==> config.mk <==
export PLATFORM = sky130hd
export DESIGN_NAME = rgb_pwm_driver
export DESIGN_NICKNAME = d
export VERILOG_FILES = /design/src/rtl/rgb_pwm_driver.sv
export SDC_FILE = /design/constraint.sdc
export NUM_CORES = 1
export LEC_CHECK = 0
export CORE_ASPECT_RATIO = 0.6
export CORE_MARGIN = 2
export CORE_UTILIZATION = 60
export DETAILED_ROUTE_END_ITERATION = 12
export DONT_BUFFER_PORTS = 1
export GPL_TIMING_DRIVEN = 0
export PLACE_DENSITY = 0.81
export SLEW_MARGIN = 5
export SYNTH_ARGS = -nofsm -noshare
export SYNTH_HDL_FRONTEND = slang
export SYNTH_SLANG_ARGS = --single-unit
==> constraint.sdc <==
create_clock -name iCLOCK -period 2.1 [get_ports iCLOCK]
set_clock_uncertainty 0.15 [all_clocks]
set_input_delay 0.42 -clock iCLOCK [delete_from_list [all_inputs] [get_ports iCLOCK]]
set_output_delay 0.42 -clock iCLOCK [all_outputs]
set_load 0.05 [all_outputs]
==> src/rtl/rgb_pwm_driver.sv <==
// -----------------------------------------------------------------------------
// rgb_pwm_driver
//
// Purpose:
//   Final stage after the colour-phase/intensity generator. Takes 8-bit R/G/B
//   intensity samples over a valid/ready handshake into a one-entry pending
//   buffer. The pending sample is moved into the active duty registers only
//   when the PWM counter wraps, so the on-time of a period is never changed
//   part-way through it. Each channel has a fixed gain (a right shift) to
//   balance the perceived brightness of the three LED dies.
//
// Ports:
//   iCLOCK         in   system clock, all state on its rising edge
//   iRESET         in   synchronous reset, active-high
//   iVALID         in   intensity sample valid
//   oREADY         out  pending buffer empty, sample may be accepted
//   iR/iG/iB       in   PWM_BITS intensity per channel
//   iENABLE        in   1 = LEDs driven, 0 = all LEDs forced off
//   oLED[2:0]      out  active-low pins, [2]=R, [1]=G, [0]=B
//   oPERIOD_START  out  one-cycle pulse, first cycle of each PWM period
// -----------------------------------------------------------------------------
module rgb_pwm_driver #(
    parameter int PWM_BITS = 8,
    parameter int PRESCALE = 1,
    parameter int R_SHIFT  = 1,
    parameter int G_SHIFT  = 3,
    parameter int B_SHIFT  = 0
) (
    input  logic                iCLOCK,
    input  logic                iRESET,
    input  logic                iVALID,
    output logic                oREADY,
    input  logic [PWM_BITS-1:0] iR,
    input  logic [PWM_BITS-1:0] iG,
    input  logic [PWM_BITS-1:0] iB,
    input  logic                iENABLE,
    output logic [2:0]          oLED,
    output logic                oPERIOD_START
);

    localparam int                PS_W    = (PRESCALE > 1) ? $clog2(PRESCALE) : 1;
    localparam logic [PS_W-1:0]   PS_LAST = PS_W'(PRESCALE - 1);
    localparam logic [PWM_BITS-1:0] CNT_LAST = '1;

    // ------------------------------------------------------------------
    // State
    // ------------------------------------------------------------------
    logic [PS_W-1:0]     presc_q,  presc_d;
    logic [PWM_BITS-1:0] cnt_q,    cnt_d;

    logic                pend_full_q, pend_full_d;
    logic [PWM_BITS-1:0] pend_r_q, pend_r_d;
    logic [PWM_BITS-1:0] pend_g_q, pend_g_d;
    logic [PWM_BITS-1:0] pend_b_q, pend_b_d;

    logic [PWM_BITS-1:0] duty_r_q, duty_r_d;
    logic [PWM_BITS-1:0] duty_g_q, duty_g_d;
    logic [PWM_BITS-1:0] duty_b_q, duty_b_d;

    logic                ready_q,  ready_d;
    logic                pstart_q, pstart_d;
    logic [2:0]          led_q,    led_d;

    // ------------------------------------------------------------------
    // Control strobes
    // ------------------------------------------------------------------
    logic tick;
    logic boundary;
    logic accept;
    logic commit;

    always_comb begin
        tick     = (presc_q == PS_LAST);
        boundary = tick && (cnt_q == CNT_LAST);
        accept   = iVALID && ready_q;
        // Only a sample that was already pending at the start of the cycle
        // may commit; a sample accepted on the boundary waits a full period.
        commit   = boundary && pend_full_q;
    end

    // ------------------------------------------------------------------
    // Prescaler and PWM counter
    // ------------------------------------------------------------------
    always_comb begin
        presc_d = tick ? '0 : presc_q + 1'b1;
        cnt_d   = tick ? cnt_q + 1'b1 : cnt_q;
    end

    // ------------------------------------------------------------------
    // Pending buffer and handshake
    // ------------------------------------------------------------------
    always_comb begin
        pend_full_d = pend_full_q;
        pend_r_d    = pend_r_q;
        pend_g_d    = pend_g_q;
        pend_b_d    = pend_b_q;

        // commit and accept are mutually exclusive: accept needs an empty
        // buffer, commit needs a full one.
        if (commit) begin
            pend_full_d = 1'b0;
        end else if (accept) begin
            pend_full_d = 1'b1;
            pend_r_d    = iR;
            pend_g_d    = iG;
            pend_b_d    = iB;
        end

        ready_d = !pend_full_d;
    end

    // ------------------------------------------------------------------
    // Active duty registers, loaded only at the period boundary
    // ------------------------------------------------------------------
    always_comb begin
        duty_r_d = duty_r_q;
        duty_g_d = duty_g_q;
        duty_b_d = duty_b_q;
        if (commit) begin
            duty_r_d = pend_r_q >> R_SHIFT;
            duty_g_d = pend_g_q >> G_SHIFT;
            duty_b_d = pend_b_q >> B_SHIFT;
        end
    end

    // ------------------------------------------------------------------
    // Compare stage. Strict less-than: duty 0 never lights, full-scale
    // duty leaves the channel dark for exactly one step per period.
    // Pins are active-low.
    // ------------------------------------------------------------------
    always_comb begin
        led_d[2] = !(iENABLE && (cnt_q < duty_r_q));
        led_d[1] = !(iENABLE && (cnt_q < duty_g_q));
        led_d[0] = !(iENABLE && (cnt_q < duty_b_q));
        pstart_d = boundary;
    end

    // ------------------------------------------------------------------
    // Registers
    // ------------------------------------------------------------------
    always_ff @(posedge iCLOCK) begin
        if (iRESET) begin
            presc_q     <= '0;
            cnt_q       <= '0;
            pend_full_q <= 1'b0;
            pend_r_q    <= '0;
            pend_g_q    <= '0;
            pend_b_q    <= '0;
            duty_r_q    <= '0;
            duty_g_q    <= '0;
            duty_b_q    <= '0;
            ready_q     <= 1'b0;
            pstart_q    <= 1'b0;
            led_q       <= 3'b111;
        end else begin
            presc_q     <= presc_d;
            cnt_q       <= cnt_d;
            pend_full_q <= pend_full_d;
            pend_r_q    <= pend_r_d;
            pend_g_q    <= pend_g_d;
            pend_b_q    <= pend_b_d;
            duty_r_q    <= duty_r_d;
            duty_g_q    <= duty_g_d;
            duty_b_q    <= duty_b_d;
            ready_q     <= ready_d;
            pstart_q    <= pstart_d;
            led_q       <= led_d;
        end
    end

    assign oREADY        = ready_q;
    assign oLED          = led_q;
    assign oPERIOD_START = pstart_q;

endmodule

* Yosys cells after proc, flatten, opt, wreduce, memory -nomap -nowiden
Cells that the tools add are included.
** Word-level totals
- Output and inout bits :: 5
- Bits in registers :: 59
** Operators by class
- Bitwise gates (word level) :: 2
- Order comparisons :: 3
- Reduce and logical (&&, ||, !) cells :: 12
- Muxes and demuxes :: 2
- Add/sub/neg operators :: 2
- Eq/ne operators :: 1
** Operator list (number)
- adder 8 x 1 -> 8 bit, second input constant :: 1
- equality test 8 bit, second input constant :: 1
- < comparator 8 x 5 -> 1 bit :: 1
- < comparator 8 x 7 -> 1 bit :: 1
- < comparator 8 bit :: 1
- logical AND 1 bit :: 6
- logical NOT 1 bit :: 4
- 2-to-1 mux 1 bit :: 2
- NOT 1 bit :: 2
- AND reduction 2 bit :: 1
- OR reduction 2 bit :: 1
- adder 1 bit, second input constant :: 1

* Logic depth before layout (Yosys ltp)
Gate-level depths: netlist of run 1.
- Depth after elaboration :: 5
- Mapped depth :: 6

* Worst setup path before layout of run 1
Ideal clock, no wire load.
- Path type :: reg2reg
- From :: reg ready_q (netlist: oREADY)
- To :: reg pend_b_q[7]
- Path buffers :: 1
- Clock period less this slack :: 1.652 ns
- Cell stages (with the launch flop) :: 6
- Setup time :: 0.079 ns
- Data arrival time :: 1.423 ns
- Path slack :: 0.448 ns
- Cell sequence :: dfxtp_1 nand2_1 nor2_1 clkbuf_1 nand3_1 o211ai_1
** On the way
- Cells in the longest elaborated chain, start to end :: 2
** RTL lines
- start, declared :: RTL line 60 : logic ready_q, ready_d;
- start signal, assigned :: RTL line 165 : ready_q <= ready_d;
- logical AND 1 bit :: RTL line 75 : accept = iVALID && ready_q;
- AND reduction 2 bit (no line)
- end signal, assigned :: RTL line 161 : pend_b_q <= pend_b_d;
- end, declared :: RTL line 54 : logic [PWM_BITS-1:0] pend_b_q, pend_b_d;
Every way passes these cells.
A chain may end at the register's enable or synchronous reset.

* Final worst setup path of run 1
- From :: reg cnt_q[1]
- To :: reg pend_r_q[6]
** On the way
- Cells in the longest elaborated chain, start to end :: 5
** RTL lines
- start, declared :: RTL line 49 : logic [PWM_BITS-1:0] cnt_q, cnt_d;
- start signal, assigned :: RTL line 157 : cnt_q <= cnt_d;
- equality test 8 bit :: RTL line 74 : boundary = tick && (cnt_q == CNT_LAST);
- logical AND 1 bit :: RTL line 74
- logical AND 1 bit :: RTL line 78 : commit = boundary && pend_full_q;
- NOT 1 bit (no line)
- AND reduction 2 bit (no line)
- end signal, assigned :: RTL line 159 : pend_r_q <= pend_r_d;
- end, declared :: RTL line 52 : logic [PWM_BITS-1:0] pend_r_q, pend_r_d;
Every way passes these cells.

==> results of run 1 <==
[layer usage]
layer  up-vias  wire (µm)  GRT usage [%]
li1       1155          -              -
met1      1112       3090           40.5
met2        94       2800           39.8
met3         8        567           5.56
met4         0         65           6.37
met5         -          0              0
[registers in the layout (all words and copies together) (netlist names)]
signal	count
pend_full_q	1
duty_r_q	7
oPERIOD_START	1
duty_g_q	5
oLED	3
cnt_q	8
oREADY	1
duty_b_q	8
pend_b_q	8
pend_r_q	7
pend_g_q	5
presc_q	1
[power by group through the flow]
stage	clock [mW]	combinational [mW]	sequential [mW]
after global placement	0	0.159	1.16
after CTS	0.648	0.166	1.13
final	0.635	0.168	1.14
after detailed placement	0	0.165	1.16
after global routing	0.682	0.190	1.14
after floorplan	0	0.129	1.15
[layout by cell type, fill, tap and decap left out, drive strengths merged, types with 3 or more instances in the layout]
cell type  netlist  layout
o21ai            5       5
ha              18      18
inv             17      17
xor2             4       4
buf              8       8
o211ai          21      21
clkbuf          14      22
a21oi           34      34
nand3           42      42
nand2           19      19
nand4            3       3
or3              4       4
nor3             3       3
nor3b           21      21
dfxtp           55      55
o31ai           12      12
nand2b           3       3
nor2            12      12
[path summary, 6_finish.rpt]
path,slack [ns],start,cells after the start,endpoint
max,0.24,cnt_q[1]$_SDFFE_PP0N_,6,pend_r_q[6]$_SDFFE_PP0P_
min,0.12,iG[7],2,pend_g_q[7]$_SDFFE_PP0P_
max reg2reg,0.24,cnt_q[1]$_SDFFE_PP0N_,6,pend_r_q[6]$_SDFFE_PP0P_
min reg2reg,0.31,duty_b_q[4]$_SDFFE_PP0P_,2,duty_b_q[4]$_SDFFE_PP0P_
[worst reg2reg max path: stages, from the launching register on]
cell and delay (ns):
dfxtp_1 0.47, ha_1 0.25, and4b_4 0.28, and2_1 0.16
buf_4 0.19, nand3_1 0.15, o211ai_1 0.14
[logic make-up (layout without fill, tap and decap cells)]
kind of cell               after synthesis  count (layout)  share of synthesized area (%)
and+or+nand+nor                        118             118                           24.2
buffers and inverters                   39              47                           6.49
adders and majority gates               18              18                           8.35
AOI/OAI and AO/OA                       77              77                           18.0
xor gates and xnor gates                 5               5                           1.62
other                                    1               1                          0.139
muxes                                    1               1                          0.371
DFF                                     55              55                           40.8
[final cells by class]
class / instances / area share (%)
Buffer: 22 / 3.91
Clock buffer: 8 / 3.48
Inverter: 17 / 2.22
Multi-Input combinational cell: 220 / 49.5
Sequential cell: 55 / 38.3
Tap cell: 60 / 2.61
[Yosys cell counts]
cell and instances:
and2b_1 1, buf_6 1, o31ai_1 12, o21ai_0 5, xnor2_1 1, nor3_1 3, or2_2 1, mux2i_1 1
o211ai_1 21, nand4b_1 1, nand3_1 42, dfxtp_1 55, nand2_1 19, buf_8 1, o21bai_1 1, inv_1 17
and4_1 1, nand4_1 3, and3b_2 1, and2_1 1, o2111ai_1 1, nor2b_1 2, ha_1 18, buf_4 2
nor3b_1 21, a2111oi_0 2, nand3b_1 1, or3_1 4, a21oi_1 34, and3_4 1, buf_1 2, conb_1 1
a211o_1 1, nor2_1 12, xor2_1 4, clkbuf_1 14, nand2b_1 3, and4b_4 1, buf_2 2
[repair_timing]
item / in CTS / in global routing
endpoints found under the setup margin: 0 / 9
resized for setup: 0 / 3
buffers inserted: 0 / 0
==> metrics.csv, run 1 <==
metric,value,unit
cts.sinks,55,
final_util,68.3,%
place_hpwl,4.81,mm
p_clk_share,32.8,%
syn_to_final_growth,6.58,%
status,finished clean,
antenna_cells,0,
ios,33,
swShare,24.9,%
fp.coreArea,0.00421,mm²
seq_power_share,58.6,%
drv_cap,0,
cts.htree.levels,2,
whs,0.117,ns
slew_headroom,63.8,%
p_int,1.46,mW
die_y,56.0,µm
multi_input_area,0.00142,mm²
cts_tree,yes,
drtIter0Drc,282,
pwr-share-comb,8.7,%
seq_area_frac_synth,40.8,%
seq_area,0.00110,mm²
power,1.94,mW
grt_start_max_net_pins,16,
min_path_type,in -> reg,
fp.dieArea,0.00507,mm²
routedWlPerCell,17.1,µm
drive_above_1_share,5.90,%
vias,2369,
synth_area,0.00270,mm²
antenna_found_initial,0,
synth_top_area_cell,dfxtp_1,
place_ws,0.180,ns
via_per_inst,6.20,
synth_fp_nets,360,
route.detailed.drc,0,
setup_violations,0,
yosysTopAreaCellShare,40.8,%
peakVddDrop,386,µV
antenna_left,0,
placed_cells_incl_taps,374,
ys_ff_latch,55,
syn_inst,314,
end_kind,register,
gp_congestion,0.907,
nets,367,
fillCellCount,368,
crit_chain,ha_1 -> and4b_4 -> and2_1 -> buf_4 -> nand3_1 -> o211ai_1,
slowest_delay,0.47,ns
finalSetupTns,0,ns
yosysWarningCount,0,
syn-mean-instance-area,8.60,µm²
finalCriticalPeriod,1.86,ns
clockBufferDepth,2,
switchingPower,482,µW
cts-hold-fix-buffers,0,
routed_wirelength,6.52,mm
io_buffers,0,
start_util,64.1,%
fp.dieW,90.6,µm
synth_area_leaders,"dfxtp_1 (41%), ha_1 (8.3%), nand3_1 (7.8%), a21oi_1 (6.3%), nor3b_1 (5.8%)",
max_freq,538,MHz
gr-total-overflow,0,
cpMaxStageDelayCell,dfxtp_1,
rows,18,
critical_path_class,reg -> reg,
first_pass_iters,4,
slew_violations,0,
power_density,674,mW/mm²
final.setup.worst_slack,0.243,ns
p_leak,0.968,nW
cp_max_fo,10,
crit_arrival,1.94,ns
rsz0062_at_grt,no,
hold_viol_final,0,
worst_pin_slew,0.542,ns
cts-root-buf,clkbuf_8,
clk_pin_slew_worst_paths,0.10,ns
final_cells,382,
synth_cell_types,39,
clock_latency,0.31,ns
design_area,0.00288,mm²
grt_pass1_vias,2276,
start_kind,register,
grt_pass1_wl,11.1,mm
dpl-instance-area,0.00277,mm²
critPathRequiredTime,2.18,ns
fin_crit_sh,88.4,%
cp_top_family,simple AND/OR/NAND/NOR gates,
crit_buf_inv,1,
grt_use_total,27.0,%
cts_buffers,5,
Power figures use the tool's default switching activity.
==> inputs of run 2 (changes only) <==
--- a/config.mk
+++ b/config.mk
@@ -5,8 +5,9 @@
 export SDC_FILE = /design/constraint.sdc
 export NUM_CORES = 1
 export LEC_CHECK = 0
+export CAP_MARGIN = 20
 export CORE_ASPECT_RATIO = 0.6
-export CORE_MARGIN = 2
+export CORE_MARGIN = 3
 export CORE_UTILIZATION = 60
 export DETAILED_ROUTE_END_ITERATION = 12
 export DONT_BUFFER_PORTS = 1
==> run 2 against run 1 <==
Effect of this change: clock power up 11%; combinational power about the same; sequential power about the same; via count up 1.4%; critical path type unchanged; critical endpoint is now pend_b_q[6]$_SDFFE_PP0P_; highest routed layer unchanged.
==> metrics.csv, run 2 (synthesis results as in run 1) <==
metric,value,unit,change
status,finished clean,,
power,2.01,mW,+3.7%
cts_tree,yes,,
power_density,697,mW/mm²,+3.4%
antenna_found_initial,1,,+1
route.detailed.drc,0,,unchanged
seq_power_share,56.5,%,-2.1 points
clock_latency,0.32,ns,about the same
cts.htree.levels,2,,unchanged
switchingPower,506,µW,+5.0%
seq_area,0.00110,mm²,unchanged
routedWlPerCell,17.5,µm,+2.4%
antenna_left,0,,unchanged
first_pass_iters,5,,+1
finalCriticalPeriod,1.87,ns,+0.0146 ns
grt_pass1_vias,2244,,-1.4%
place_ws,0.210,ns,+0.0301 ns
fillCellCount,339,,-7.9%
p_leak,0.963,nW,-0.48%
slew_violations,0,,unchanged
whs,0.108,ns,-0.00829 ns
cpMaxStageDelayCell,dfxtp_1,,
cts.sinks,55,,unchanged
fp.coreArea,0.00421,mm²,unchanged
crit_chain,ha_1 -> and4b_4 -> and2_1 -> buf_4 -> nand3_1 -> o211ai_1,,
swShare,25.2,%,+0.31 points
multi_input_area,0.00142,mm²,unchanged
io_buffers,0,,unchanged
setup_violations,0,,unchanged
cts-root-buf,clkbuf_8,,
rows,18,,unchanged
syn_to_final_growth,6.86,%,
fin_crit_sh,89.1,%,+0.70 points
slowest_delay,0.47,ns,about the same
gp_congestion,0.826,,-8.8%
rsz0062_at_grt,no,,
die_y,58.0,µm,+3.6%
end_kind,register,,
hold_viol_final,0,,unchanged
place_hpwl,4.76,mm,-1.0%
p_int,1.50,mW,+3.3%
routed_wirelength,6.67,mm,+2.4%
grt_use_total,26.2,%,-0.79 points
final_cells,382,,unchanged
max_freq,534,MHz,-0.78%
drv_cap,0,,unchanged
drtIter0Drc,216,,-23%
fp.dieArea,0.00537,mm²,+5.9%
cp_max_fo,10,,unchanged
vias,2402,,+1.4%
pwr-share-comb,8.5,%,-0.2 points
grt_start_max_net_pins,17,,+1
ios,33,,unchanged
final_common_cell,dfxtp_1,,
clockBufferDepth,2,,unchanged
worst_pin_slew,0.551,ns,+0.00834 ns
p_clk_share,35.0,%,+2.2 points
postCtsSetupRepairBufs,0,,unchanged
start_kind,register,,
crit_arrival,1.96,ns,+0.02 ns
nets,367,,unchanged
placed_cells_incl_taps,374,,unchanged
mostFrequentLayoutCells,"dfxtp_1 (54), nand3_1 (42), a21oi_1 (34)",,
largestRegisters,"cnt_q (8), duty_b_q (8), pend_b_q (8)",,
slew_headroom,63.3,%,-0.56 points
start_util,64.1,%,unchanged
fp.dieW,92.6,µm,+2.2%
cts-hold-fix-buffers,0,,unchanged
via_per_inst,6.29,,+1.4%
cts_buffers,5,,unchanged
gr-total-overflow,0,,unchanged
critPathRequiredTime,2.18,ns,about the same
finalSetupTns,0,ns,unchanged
peakVddDrop,411,µV,+6.2%
critical_path_class,reg -> reg,,
min_path_type,in -> reg,,
clk_pin_slew_worst_paths,0.10,ns,about the same
final.setup.worst_slack,0.228,ns,-0.0146 ns
grt_pass1_wl,10.8,mm,-2.2%
drive_above_1_share,5.61,%,-0.29 points
[run 2: cell types whose count changed in the layout (fill, tap and decap cells not counted), sizes merged]
cell      previous run  this run
bufinv               0         1
clkbuf              22        19
clkinvlp             0         1
diode                0         1
[run 2: final cells by class]
class / count / area share [%]
plain buffers: 22 / 3.86
inverters: 17 / 2.21
multi-input cells: 220 / 49.3
flip-flops and latches: 55 / 38.2
well taps: 60 / 2.60
diodes: 1 / 0.0868
clock inverters: 2 / 1.30
clock buffers: 5 / 2.39
[run 2: timing repair]
action	CTS	global route
gates resized for setup	0	1
endpoints found under the hold margin	0	0
endpoints found under the setup margin	0	13
[run 2: power by group through the flow]
stage                     Clock (mW)  Sequential [mW]  Combinational [mW]
after global placement             0             1.16               0.159
final                          0.704             1.13               0.170
after detailed placement           0             1.16               0.165
after CTS                      0.708             1.13               0.167
after global routing           0.749             1.14               0.189
after floorplan                    0             1.15               0.129
[run 2: critical path, delay by kind of cell, from the launching register on]
| kind | cells | cell delay, ns |
|---|---|---|
| flops | 1 | 0.47 |
| fa+ha+maj | 1 | 0.24 |
| compound gates | 1 | 0.15 |
| buf+inv | 1 | 0.19 |
| simple gates | 3 | 0.60 |
[run 2: worst paths after layout]
path / from / end / slack, ns / cells after the start
min reg2reg: duty_g_q[1]$_SDFFE_PP0P_ / duty_g_q[1]$_SDFFE_PP0P_ / 0.31 / 2
max: cnt_q[1]$_SDFFE_PP0N_ / pend_b_q[6]$_SDFFE_PP0P_ / 0.23 / 6
min: iB[7] / pend_b_q[7]$_SDFFE_PP0P_ / 0.11 / 2
max reg2reg: cnt_q[1]$_SDFFE_PP0N_ / pend_b_q[6]$_SDFFE_PP0P_ / 0.23 / 6
[run 2: metrics by stage]
| stage | cell area [µm²] | util (%) |
|---|---|---|
| after global placement | 2770 | 65.9 |
| final | 2880 | 68.5 |
| after detailed placement | 2770 | 65.9 |
| after floorplan | 2700 | - |
| after CTS | 2880 | 68.4 |
| after global routing | 2880 | 68.5 |
[run 2: per-layer routing]
layer / global-route usage, % / share of wire [%] / vias to the layer above
met1: 37.6 / 47 / 1141
met5: 0 / 0 / -
met2: 38.1 / 42 / 104
li1: - / - / 1147
met4: 8.88 / 1.3 / 0
met3: 7.26 / 9.2 / 10
==> inputs of run 3 (changes only) <==
--- a/config.mk
+++ b/config.mk
@@ -5,10 +5,11 @@
 export SDC_FILE = /design/constraint.sdc
 export NUM_CORES = 1
 export LEC_CHECK = 0
-export CAP_MARGIN = 20
+export CAP_MARGIN = 15
 export CORE_ASPECT_RATIO = 0.6
 export CORE_MARGIN = 3
 export CORE_UTILIZATION = 60
+export CTS_CLUSTER_SIZE = 14
 export DETAILED_ROUTE_END_ITERATION = 12
 export DONT_BUFFER_PORTS = 1
 export GPL_TIMING_DRIVEN = 0
==> results of run 3 <==
The final DEF is identical to that of run 2; final timing and power are the same.
